### config.mk
export PLATFORM = sky130hd
export DESIGN_NAME = interrupt_controller
export DESIGN_NICKNAME = d
export VERILOG_FILES = /design/src/rtl/intc_pkg.sv /design/src/rtl/intc_prio_sel.sv /design/src/rtl/interrupt_controller.sv
export SDC_FILE = /design/constraint.sdc
export NUM_CORES = 1
export LEC_CHECK = 0
export CAP_MARGIN = 20
export CORE_UTILIZATION = 40
export CTS_CLUSTER_DIAMETER = 30
export CTS_CLUSTER_SIZE = 14
export DETAILED_ROUTE_END_ITERATION = 8
export GPL_ROUTABILITY_DRIVEN = 0
export GPL_TIMING_DRIVEN = 1
export SYNTH_ARGS = -nofsm -noshare
export SYNTH_HDL_FRONTEND = slang
export SYNTH_HIERARCHICAL = 1
export SYNTH_SLANG_ARGS = --single-unit
### constraint.sdc
create_clock -name clk -period 4.4 [get_ports clk]
set_clock_uncertainty 0.05 [all_clocks]
set_input_delay 1.32 -clock clk [delete_from_list [all_inputs] [get_ports clk]]
set_output_delay 1.32 -clock clk [all_outputs]
set_load 0.005 [all_outputs]
### src/rtl/intc_pkg.sv
// Shared definitions for the interrupt controller: FSM state encoding and
// config-port register addresses.
package intc_pkg;

  // Controller phases: waiting for a request, asserting INT, holding one in service.
  typedef enum logic [1:0] {
    IDLE    = 2'd0,
    REQ     = 2'd1,
    SERVICE = 2'd2
  } intc_state_t;

  // Config port register map.
  localparam logic [1:0] REG_MASK = 2'd0;  // read/write enable per source
  localparam logic [1:0] REG_PEND = 2'd1;  // read, write-1-to-clear
  localparam logic [1:0] REG_ID   = 2'd2;  // read, id of the granted source
  localparam logic [1:0] REG_EOI  = 2'd3;  // write-only end of interrupt

endpackage

### src/rtl/intc_prio_sel.sv
// Combinational priority selector: picks the first set bit of req, scanning
// upward from start and wrapping modulo N_IRQ. With start tied to 0 this is
// plain lowest-index-wins fixed priority.
module intc_prio_sel #(
  parameter int N_IRQ = 8,
  parameter int ID_W  = $clog2(N_IRQ)
) (
  input  logic [N_IRQ-1:0] req,
  input  logic [ID_W-1:0]  start,
  output logic             valid,
  output logic [ID_W-1:0]  id
);

  // Scan offsets from far to near so the nearest set bit after start is the last one written.
  always_comb begin
    int idx;
    valid = |req;
    id    = '0;
    idx   = 0;
    for (int k = N_IRQ - 1; k >= 0; k--) begin
      idx = int'(start) + k;
      if (idx >= N_IRQ) begin
        idx = idx - N_IRQ;
      end
      if (req[idx]) begin
        id = ID_W'(idx);
      end
    end
  end

endmodule

### src/rtl/interrupt_controller.sv
// Interrupt controller, source side of the CPU interrupt protocol.
// Collects N_IRQ maskable edge-triggered sources plus one NMI, raises INT/NMI
// toward the CPU, uses INA / isInterrupted as acknowledge, and keeps one
// maskable interrupt in service until software writes EOI.
// Build option: define ROUND_ROBIN_EN for rotating priority starting after
// the last granted id; otherwise the lowest pending, unmasked index wins.
module interrupt_controller
  import intc_pkg::*;
#(
  parameter int N_IRQ = 8,
  parameter int ID_W  = $clog2(N_IRQ)
) (
  input  logic             clk,
  input  logic             rst,
  input  logic [N_IRQ-1:0] irq_src,
  input  logic             nmi_src,
  input  logic             INA,
  input  logic             isInterrupted,
  input  logic             cfg_we,
  input  logic [1:0]       cfg_addr,
  input  logic [N_IRQ-1:0] cfg_wdata,
  output logic [N_IRQ-1:0] cfg_rdata,
  output logic             INT,
  output logic             NMI,
  output logic [ID_W-1:0]  irq_id,
  output logic             busy
);

  intc_state_t      state_reg, state_next;
  logic [N_IRQ-1:0] irq_q_reg;
  logic             nmi_q_reg, ina_q_reg, isint_q_reg;
  logic [N_IRQ-1:0] pend_reg, pend_next;
  logic [N_IRQ-1:0] mask_reg;
  logic             nmi_pend_reg, nmi_pend_next;
  logic [ID_W-1:0]  id_reg;

  logic [N_IRQ-1:0] irq_rise;
  logic             nmi_rise, ina_rise, isint_rise;
  logic             mask_wr, pend_wr, eoi_wr;
  logic             grant, take;
  logic [N_IRQ-1:0] id_onehot, w1c_clr, ack_clr;
  logic             sel_valid;
  logic [ID_W-1:0]  sel_id, start_idx;

  // Edge detection against the previous-cycle samples.
  assign irq_rise   = irq_src & ~irq_q_reg;
  assign nmi_rise   = nmi_src & ~nmi_q_reg;
  assign ina_rise   = INA & ~ina_q_reg;
  assign isint_rise = isInterrupted & ~isint_q_reg;

  assign mask_wr = cfg_we && (cfg_addr == REG_MASK);
  assign pend_wr = cfg_we && (cfg_addr == REG_PEND);
  assign eoi_wr  = cfg_we && (cfg_addr == REG_EOI);

  assign grant = (state_reg == IDLE) && sel_valid;
  assign take  = (state_reg == REQ) && ina_rise;

  // The source currently asserting INT is protected from software clears
  // until the CPU takes it; the ack clear hits only that source.
  assign id_onehot = N_IRQ'(1) << id_reg;
  assign w1c_clr   = pend_wr ? (cfg_wdata & ~((state_reg == REQ) ? id_onehot : '0)) : '0;
  assign ack_clr   = take ? id_onehot : '0;
  // A new edge in the same cycle as a clear keeps the bit set.
  assign pend_next = (pend_reg & ~(w1c_clr | ack_clr)) | irq_rise;

  // NMI clears only on an isInterrupted rise that is not a maskable take.
  assign nmi_pend_next = (nmi_pend_reg & ~(isint_rise & ~INA)) | nmi_rise;

  intc_prio_sel #(
    .N_IRQ (N_IRQ),
    .ID_W  (ID_W)
  ) u_prio_sel (
    .req   (pend_reg & mask_reg),
    .start (start_idx),
    .valid (sel_valid),
    .id    (sel_id)
  );

`ifdef ROUND_ROBIN_EN
  logic [ID_W-1:0] last_reg;

  // Remember the last grant so the next search starts just past it.
  always_ff @(posedge clk or posedge rst) begin
    if (rst) begin
      last_reg <= ID_W'(N_IRQ - 1);
    end else if (grant) begin
      last_reg <= sel_id;
    end
  end

  assign start_idx = (last_reg == ID_W'(N_IRQ - 1)) ? '0 : last_reg + ID_W'(1);
`else
  assign start_idx = '0;
`endif

  // Input history, pending/mask registers, NMI flag and the latched id.
  always_ff @(posedge clk or posedge rst) begin
    if (rst) begin
      irq_q_reg    <= '0;
      nmi_q_reg    <= 1'b0;
      ina_q_reg    <= 1'b0;
      isint_q_reg  <= 1'b0;
      pend_reg     <= '0;
      mask_reg     <= '0;
      nmi_pend_reg <= 1'b0;
      id_reg       <= '0;
    end else begin
      irq_q_reg    <= irq_src;
      nmi_q_reg    <= nmi_src;
      ina_q_reg    <= INA;
      isint_q_reg  <= isInterrupted;
      pend_reg     <= pend_next;
      nmi_pend_reg <= nmi_pend_next;
      if (mask_wr) begin
        mask_reg <= cfg_wdata;
      end
      if (grant) begin
        id_reg <= sel_id;
      end
    end
  end

  // FSM state register.
  always_ff @(posedge clk or posedge rst) begin
    if (rst) begin
      state_reg <= IDLE;
    end else begin
      state_reg <= state_next;
    end
  end

  // FSM next state: grant, CPU take, EOI. EOI outside SERVICE is ignored.
  always_comb begin
    state_next = state_reg;
    case (state_reg)
      IDLE:    if (sel_valid) state_next = REQ;
      REQ:     if (ina_rise)  state_next = SERVICE;
      SERVICE: if (eoi_wr)    state_next = IDLE;
      default: state_next = IDLE;
    endcase
  end

  assign INT    = (state_reg == REQ);
  assign busy   = (state_reg == SERVICE);
  assign NMI    = nmi_pend_reg;
  assign irq_id = id_reg;

  // Config read mux; EOI is write-only and reads as zero.
  always_comb begin
    cfg_rdata = '0;
    case (cfg_addr)
      REG_MASK: cfg_rdata = mask_reg;
      REG_PEND: cfg_rdata = pend_reg;
      REG_ID:   cfg_rdata = N_IRQ'(id_reg);
      default:  cfg_rdata = '0;
    endcase
  end

endmodule
==> results.txt <==
Outcome -> finished, final reports clean
Arr. time, crit path -> 2.81 ns
PD cells -> 460 nW/µm²
Top_reg_cell synth -> dfrtp_1
Layout cells sized above 1 -> 15.4%
Row count -> 27
Hold buffer count at cts -> 0
Clock Tree Root -> clkbuf_8
Post-synth cell types -> 49
Final ANT Viol Nets -> 0
Lkg Pwr -> 0.00120 µW
Tmin final -> 4.18 ns
Max-slew violations -> 0
Post-Route WL -> 5710 µm
Seq pwr share -> 34.1%
Synthesized instance count -> 224
Tot GR Track Use -> 20.2%
TritonCTS clock tree -> built
Net Sw Power -> 489 µW
Peak supply drop -> 214 µV
# IOs -> 38
Critical-path cell with the highest stage delay -> clkdlybuf4s50_1
Worst skew pair latency -> 0.28 ns
First DRT Iteration DRCs -> 127
Post-CTS setup buffer count -> 0
Antenna violations before repair -> 0
H-tree Lvls -> 2
Die Ht -> 79.0 µm
Synth Register Bits -> 33
Hold path depth -> 1
Slew of the pin with the lowest slew margin -> 0.575 ns
Worst reg-to-reg setup slack -> 1.84 ns
Fin crit share -> 95.1%
CP Capture Type -> output port
Number of synthesized flops with an enable pin -> 0
Design Area, Final -> 2920 µm²
Asr flop ratio synth -> 100%
Pin count of the biggest net entering global routing -> 34
Comb power frac -> 43.7%
Hold path start -> irq_q_reg[3]
Final setup violating endpoints -> 0
Setup TNS -> 0 ns
FMAX -> 239 MHz
Core Footprint -> 5610 µm²
GRT met3 Usage -> 3.45%
Routing usage on met2 -> 31.4%
Synth Cell Area -> 2370 µm²
Clock transition at path regs -> 0.07 ns
# diodes -> 0
Max transition margin -> 61.7%
Post-layout util -> 52.1%
Cell Area, Placed -> 2810 µm²
RSZ-0062 raised after global routing -> false
Worst r2r path cells -> 7
Hold path endpoint -> pend_reg[3]
Reg area -> 826 µm²
Starting density of the core -> 42.2%
M1 GR Usage -> 28.4%
Clk pwr share -> 22.2%
Max FO, Critical Path -> 4
Reg2Reg Launch Point -> mask_reg[2]
Vias per cell -> 5.78
Worst Setup Slack, final -> 0.216 ns
Die Area -> 6230 µm²
RR Endpoint -> irq_id[1]
CP peak stage delay -> 0.54 ns
Multi-input gate area -> 1420 µm²
Nets@finish -> 292
Sequential area share after synthesis -> 34.9%
Total CTS buffers -> 5
Sw frac -> 36.4%
Die Span X -> 79.0 µm
I/O Buffers -> 37
Mean Syn Cell Area -> 10.6 µm²
Drt first pass iters -> 4
Startpoint types -> primary input
First-pass GRT wire length -> 9620 µm
Cts repair resizes -> 0
Final hold vios -> 0
Worst path most repeated cell -> clkdlybuf4s50_1
Worst path cell trace -> clkdlybuf4s50_1 > buf_4 > mux2i_1 > o21ai_0 > clkdlybuf4s50_1
Number of global-route vias before repair -> 1911
Clk buf depth -> 2
CP bufs+invs -> 3
FILL cells -> 544
YS warnings -> 6
WL/cell -> 16.8 µm
Hold WC Path Type -> flip-flop to flip-flop
Most used routing layer in global routing -> met2
CP top delay family -> buffers and inverters
Internal -> 855 µW
Setup WS pre-CTS -> 0.211 ns
Sink Count -> 33
Area Growth Syn to Fin -> 23.5%
Pwr Total -> 1340 µW
Critical path class -> primary input to output port
Worst EP required -> 3.03 ns
Overflow after GRT -> 0
Final HPWL DP -> 4230 µm
Via count -> 1958
MaxCap Viol Count -> 0
Number of remaining DRC errors -> 0
==> cell type report <==
cell class	count	share of cell area, %
multi-input combinational	166	48.6
sequential	33	28.2
timing repair buffer	41	13.7
tap	72	3.08
clock buffer	7	2.95
inverter	19	2.44
clock inverter	1	1.03
==> worst max-delay path by stage <==
stage | to | cells after the start | slack (ns) | startpoint
after global routing | cfg_rdata[1] | 5 | 0.19 | cfg_addr[1]
after CTS | cfg_rdata[1] | 5 | 0.21 | cfg_addr[0]
after global placement | cfg_rdata[1] | 5 | 0.21 | cfg_addr[0]
final | cfg_rdata[1] | 5 | 0.22 | cfg_addr[0]
after floorplan | cfg_rdata[2] | 4 | 1.21 | cfg_addr[1]
after detailed placement | cfg_rdata[1] | 5 | 0.21 | cfg_addr[0]
==> through the flow <==
step                      hold slack [ns]  std cells
after floorplan                     0.350        229
after global placement              0.352        331
after detailed placement            0.366        331
after CTS                           0.376        339
after global routing                0.399        339
final                               0.380        339
==> routing by layer <==
metal | vias to the layer above | share of wire [%] | wire [µm]
li1 | 927 | - | -
met3 | 4 | 3.7 | 211
met2 | 52 | 47 | 2690
met5 | - | 0 | 0
met1 | 975 | 48 | 2750
met4 | 0 | 0.98 | 56
==> layout by cell type, fill, tap and decap left out, types with 4 or more instances in the layout <==
master / n
o22ai_1: 5
and2_1: 9
conb_1: 6
o21ai_0: 7
nand2_1: 13
inv_1: 19
nor2_1: 14
mux4_2: 9
dfrtp_1: 33
nand3_1: 5
mux2_2: 13
o31ai_1: 6
a22oi_1: 4
o211ai_1: 4
mux2i_1: 13
buf_4: 4
o311a_1: 6
clkdlybuf4s50_1: 37
clkbuf_8: 6
a21oi_1: 8
==> Yosys cell counts (6+ instances only) <==
| cell | number | area share (%) |
|---|---|---|
| dfrtp_1 | 33 | 35 |
| inv_1 | 19 | 3.0 |
| nor2_1 | 14 | 2.2 |
| mux2_2 | 13 | 6.2 |
| mux2i_1 | 13 | 5.5 |
| nand2_1 | 13 | 2.1 |
| and2_1 | 9 | 2.4 |
| mux4_2 | 9 | 8.6 |
| a21oi_1 | 8 | 1.7 |
| o21ai_0 | 7 | 1.5 |
| o311a_1 | 6 | 2.5 |
| o31ai_1 | 6 | 1.9 |
==> power by group through the flow <==
| stage | registers, µW | logic, µW | clock network, µW |
|---|---|---|---|
| after floorplan | 406 | 443 | 0 |
| after detailed placement | 461 | 577 | 0 |
| final | 458 | 588 | 298 |
| after global routing | 471 | 645 | 317 |
| after CTS | 456 | 581 | 304 |
| after global placement | 461 | 570 | 0 |
==> kinds of logic after synthesis <==
| group | after synthesis | synth area share [%] |
|---|---|---|
| other cells | 1 | 0.158 |
| compound gates | 53 | 16.5 |
| flops | 33 | 34.9 |
| xor+xnor | 4 | 1.48 |
| simple gates | 60 | 14.5 |
| mux | 41 | 25.5 |
| buf+inv | 30 | 5.97 |
| fa+ha+maj | 2 | 1.06 |
(Power assumes the default switching activity.)
==> RTL edit 1, RTL diff (same flow settings) <==
Add an input register stage for `cfg_addr`, without a reset; this delays it by one clock. The other inputs are not delayed to match.
--- a/src/rtl/interrupt_controller.sv
+++ b/src/rtl/interrupt_controller.sv
@@ -26,6 +26,12 @@
   output logic             busy
 );
 
+  logic [1:0] cfg_addr_q;
+
+  always_ff @(posedge clk) begin
+    cfg_addr_q <= cfg_addr;
+  end
+
   intc_state_t      state_reg, state_next;
   logic [N_IRQ-1:0] irq_q_reg;
   logic             nmi_q_reg, ina_q_reg, isint_q_reg;
@@ -48,9 +54,9 @@
   assign ina_rise   = INA & ~ina_q_reg;
   assign isint_rise = isInterrupted & ~isint_q_reg;
 
-  assign mask_wr = cfg_we && (cfg_addr == REG_MASK);
-  assign pend_wr = cfg_we && (cfg_addr == REG_PEND);
-  assign eoi_wr  = cfg_we && (cfg_addr == REG_EOI);
+  assign mask_wr = cfg_we && (cfg_addr_q == REG_MASK);
+  assign pend_wr = cfg_we && (cfg_addr_q == REG_PEND);
+  assign eoi_wr  = cfg_we && (cfg_addr_q == REG_EOI);
 
   assign grant = (state_reg == IDLE) && sel_valid;
   assign take  = (state_reg == REQ) && ina_rise;
@@ -148,7 +154,7 @@
   // Config read mux; EOI is write-only and reads as zero.
   always_comb begin
     cfg_rdata = '0;
-    case (cfg_addr)
+    case (cfg_addr_q)
       REG_MASK: cfg_rdata = mask_reg;
       REG_PEND: cfg_rdata = pend_reg;
       REG_ID:   cfg_rdata = N_IRQ'(id_reg);
Behaviour: not the same (a bounded check fails within 4 cycles, from zero or initial values and one cycle with rst high).
==> RTL edit 1 against the original RTL <==
  * Wire length is 3.2% lower
  * Sequential cell count is 2 higher
  * Synthesized area is 0.16% lower
  * Core utilization is 0.62 points lower
  * Via count is 2.5% lower
  * Non-clock buffer count is 3 lower
  * Power is 6.4% lower
  * Fmax is 24% higher
  * Sequential share of layout area is 1.7 points higher
  * Worst setup slack better by 800 ps
  * Design area is 1.2% lower
  * Critical endpoint is now cfg_rdata[2]
  * Largest cell class unchanged
  * Highest routed layer unchanged
==> RTL edit 1: results (changes against the original RTL) <==
run_status:
  status: "complete, no violations"
final_layout:
  drive_gt1_frac: 0.140  # -0.0134
  instances_no_fill: 336  # -0.88%
  fill_cells: 515  # -5.3%
  diodes: 0  # unchanged
  area_delta_synth_final_pct: 22.2
  layout.nets: 289  # -1.0%
worst_setup_path:
  cp.arrival_ps: 2010  # -800 ps
  cp_max_fo: 13  # +9
detailed_routing:
  drtIter0Drc: 92  # -28%
  via_count: 1909  # -2.5%
  drtPass1Iterations: 4  # unchanged
  wl_per_cell_um: 16.4  # -2.3%
power_and_ir_drop:
  ir_drop_mv: 0.273  # +28%
  p_leak_nw: 1.20  # about the same
worst_hold_path:
  hold_path_class: "flip-flop to flip-flop"
global_routing:
  antenna_found_initial: 0  # unchanged
  grt_pass1_wl_mm: 9.03  # -6.1%
  grt_usage: 0.191  # -0.0115
  grt_max_degree: 34  # unchanged
  grt_pass1_vias: 1770  # -7.4%
synth:
  yosysWarningCount: 6  # unchanged
  synthTopCellsByArea: "dfrtp_1, mux4_2, mux2_2, mux2i_1, o311a_1"
  async_flop_share: 0.943  # -0.0571
  synth_cells: 224  # unchanged
  synthTopCellsByCount: "dfrtp_1, inv_1, mux2_2, mux2i_1, nor2_1"
  synth.distinct_cells: 50  # +2.0%
  seq_area_frac_synth: 0.366  # +0.0175
placed_design:
  place_area_um2: 2800  # -0.36%
  hpwl_mm: 4.03  # -4.6%
  numPortBuffers: 37  # unchanged
  dp_slack_ps: 1180  # +972 ps
  dp_cells: 328  # -0.91%
clocking:
  clk_pin_slew_ps: 80
  clockRootBuffer: "clkbuf_8"
  post-cts-setup-buffers: 0  # unchanged
  cts_made_buffers: 5  # unchanged
  htreeDepth: 2  # unchanged
  ctsResizeCount: 0  # unchanged
  clock_latency_ps: 290
  clk_path_buf_depth: 2  # unchanged
timing:
  tightest_slew_ps: 699  # +124 ps
-- RTL edit 1: cell type report --
class / count / area share
timing repair buffer: 38 / 0.131
sequential: 35 / 0.300
multi-input combinational: 164 / 0.482
inverter: 19 / 0.0247
clock inverter: 1 / 0.00173
clock buffer: 7 / 0.0299
tap: 72 / 0.0312
-- RTL edit 1: worst paths after layout --
check / from / endpoint / slack [ps] / depth (start not counted)
worst max-delay path: cfg_addr_q[0] / cfg_rdata[2] / 1020 / 3
worst min-delay path: nmi_q_reg / NMI / 370 / 1
worst max register to register: pend_reg[5] / irq_id[0] / 1850 / 6
worst min register to register: nmi_q_reg / NMI / 370 / 1
max in group asynchronous: rst / irq_q_reg[5] / 2620 / 3
min in group asynchronous: rst / irq_q_reg[4] / 1360 / 3
-- RTL edit 1: cell families (layout without fill, tap and decap cells) --
kind of cell	Yosys count	in the layout	share of synthesized area
buffers and inverters	30	65	0.0529
adders and majority gates	2	2	0.0106
AOI/OAI and AO/OA	57	57	0.175
muxes	41	41	0.255
xor gates and xnor gates	4	4	0.0148
DFF	35	35	0.366
other	1	6	0.00159
and+or+nand+nor	54	54	0.124
-- RTL edit 1: where the power goes --
part	internal, mW	switching, mW	total (mW)	leakage (nW)
clock network	0.126	0.115	0.241	0.0482
registers	0.379	0.0730	0.451	0.388
logic	0.290	0.276	0.566	0.763
total	0.794	0.464	1.26	1.20
-- RTL edit 1: per-layer routing --
layer | vias to the layer above | GRT usage | routed length [µm]
li1 | 918 | - | -
met2 | 52 | 0.308 | 2680
met1 | 934 | 0.260 | 2570
met4 | 0 | 0.0673 | 70
met3 | 5 | 0.0310 | 207
met5 | - | 0 | 0
-- RTL edit 1: worst max-delay path, stage by stage (launching register included) --
cell and delay, ps:
dfxtp_1 740, mux2i_1 150, o21ai_0 270, clkdlybuf4s50_1 560
==> RTL edit 2, RTL diff (same settings) <==
Without the edit above. `N_IRQ` is set to 8 in 2 places; all go to 4.
--- a/src/rtl/intc_prio_sel.sv
+++ b/src/rtl/intc_prio_sel.sv
@@ -2,7 +2,7 @@
 // upward from start and wrapping modulo N_IRQ. With start tied to 0 this is
 // plain lowest-index-wins fixed priority.
 module intc_prio_sel #(
-  parameter int N_IRQ = 8,
+  parameter int N_IRQ = 4,
   parameter int ID_W  = $clog2(N_IRQ)
 ) (
   input  logic [N_IRQ-1:0] req,
--- a/src/rtl/interrupt_controller.sv
+++ b/src/rtl/interrupt_controller.sv
@@ -7,7 +7,7 @@
 module interrupt_controller
   import intc_pkg::*;
 #(
-  parameter int N_IRQ = 8,
+  parameter int N_IRQ = 4,
   parameter int ID_W  = $clog2(N_IRQ)
 ) (
   input  logic             clk,
Interface: changed (resized cfg_rdata, cfg_wdata, irq_id and irq_src); port bits go from 38 to 25. The function was not compared with the original's and may differ.
==> RTL edit 2 against the original RTL <==
  * Wire length decreased by 62%
  * Power decreased by 55%
  * Clock power decreased by 71%
  * Sequential cell count decreased by 13
  * Design area decreased by 51%
  * Synthesized area decreased by 54%
  * Worst setup slack improved by 41 ps
  * Non-clock buffer count decreased by 15
==> RTL edit 2: results (changes against the original RTL) <==
run_status:
  status: "complete, no violations"
worst_setup_path:
  reg2reg_to: "irq_id[1]"
  crit_slowest_cell: "clkdlybuf4s50_1"
  r2r_start: "pend_reg[1]"
  worstRegToRegCells: 5  # -2
  endpoint: "cfg_rdata[0]"
  cp.arrival_ps: 2770  # -40 ps
  slowest_delay_ps: 560  # +20 ps
  cp_max_fo: 6  # +2
synth:
  syn_avg_cell_area_um2: 11.0  # +4.3%
  synthTopCellsByArea: "dfrtp_1, mux2_2, mux2i_1, nand2b_1, nor2_1"
  synth-xor-area-share: 0  # -0.0148
  synth-edff-count: 0  # unchanged
  synthTopCellsByCount: "dfrtp_1, nor2_1, nand2b_1"
  muxShareOfSynthArea: 0.108  # -0.147
  seq_area_frac_synth: 0.458  # +0.110
  syn-cell-area_um2: 1090  # -54%
  synth_fa_ha_area_frac: 0  # -0.0106
  synth.distinct_cells: 33  # -33%
  synth-compound-area-share: 0.135  # -0.0297
final_layout:
  layout.nets: 152  # -48%
  drive_gt1_frac: 0.134  # -0.0192
placed_design:
  place_area_um2: 1400  # -50%
  numPortBuffers: 24  # -35%
  dp_slack_ps: 262  # +51.0 ps
  dp_cells: 161  # -51%
  hpwl_mm: 1.66  # -61%
timing:
  fmax_mhz: 241  # +1.0%
  whs_ps: 399  # +19.8 ps
  tightest_slew_ps: 753  # +178 ps
detailed_routing:
  wl_met3_um: 76  # -64%
  met1_length_mm: 1.08  # -61%
  wl_met2_um: 948  # -65%
  viasPerCell: 4.91  # -15%
  via_count: 806  # -59%
  drt-total-wl_mm: 2.14  # -62%
  drtIter0Drc: 8  # -94%
power_and_ir_drop:
  switchingPower_uw: 206  # -58%
  ir_drop_mv: 0.238  # +11%
  pwr-share-clk: 0.142  # -0.080
  p_seq_uw: 280  # -39%
  seqPwrFrac: 0.461  # +0.120
  p_leak_nw: 0.616  # -49%
clocking:
  clk_pin_slew_ps: 110  # +40 ps
  clockRootBuffer: "clkbuf_4"
  post-cts-setup-buffers: 0  # unchanged
  cts_made_buffers: 3  # -2
  clock_latency_ps: 300  # +20 ps
  clk_path_buf_depth: 2  # unchanged
  htreeDepth: 1  # -1
global_routing:
  grt_pass1_wl_mm: 3.58  # -63%
  grt_usage: 0.175  # -0.0278
  grt_max_degree: 21  # -38%
  antenna_found_initial: 0  # unchanged
  grt_pass1_vias: 775  # -59%
-- RTL edit 2: cell type report --
cell class / count / area (µm²)
fillers: 230 / 1100
multi-input cells: 79 / 583
flip-flops and latches: 20 / 500
repair buffers: 26 / 255
well taps: 30 / 37.5
clock buffers: 3 / 22.5
inverters: 6 / 22.5
-- RTL edit 2: routing by layer --
metal	vias up	GRT usage
met2	21	0.274
met5	-	0
met4	0	0.0897
li1	409	-
met3	4	0.0167
met1	372	0.238
-- RTL edit 2: how the worst min path moves through the flow --
| stage | from | end | cells past startpoint |
|---|---|---|---|
| 6_report | nmi_q_reg | NMI | 1 |
| 5_1_grt | nmi_q_reg | NMI | 1 |
| 4_1_cts | nmi_q_reg | NMI | 1 |
| 3_5_place_dp | nmi_q_reg | NMI | 1 |
| 3_3_place_gp | nmi_q_reg | NMI | 1 |
| 2_1_floorplan | nmi_q_reg | NMI | 1 |
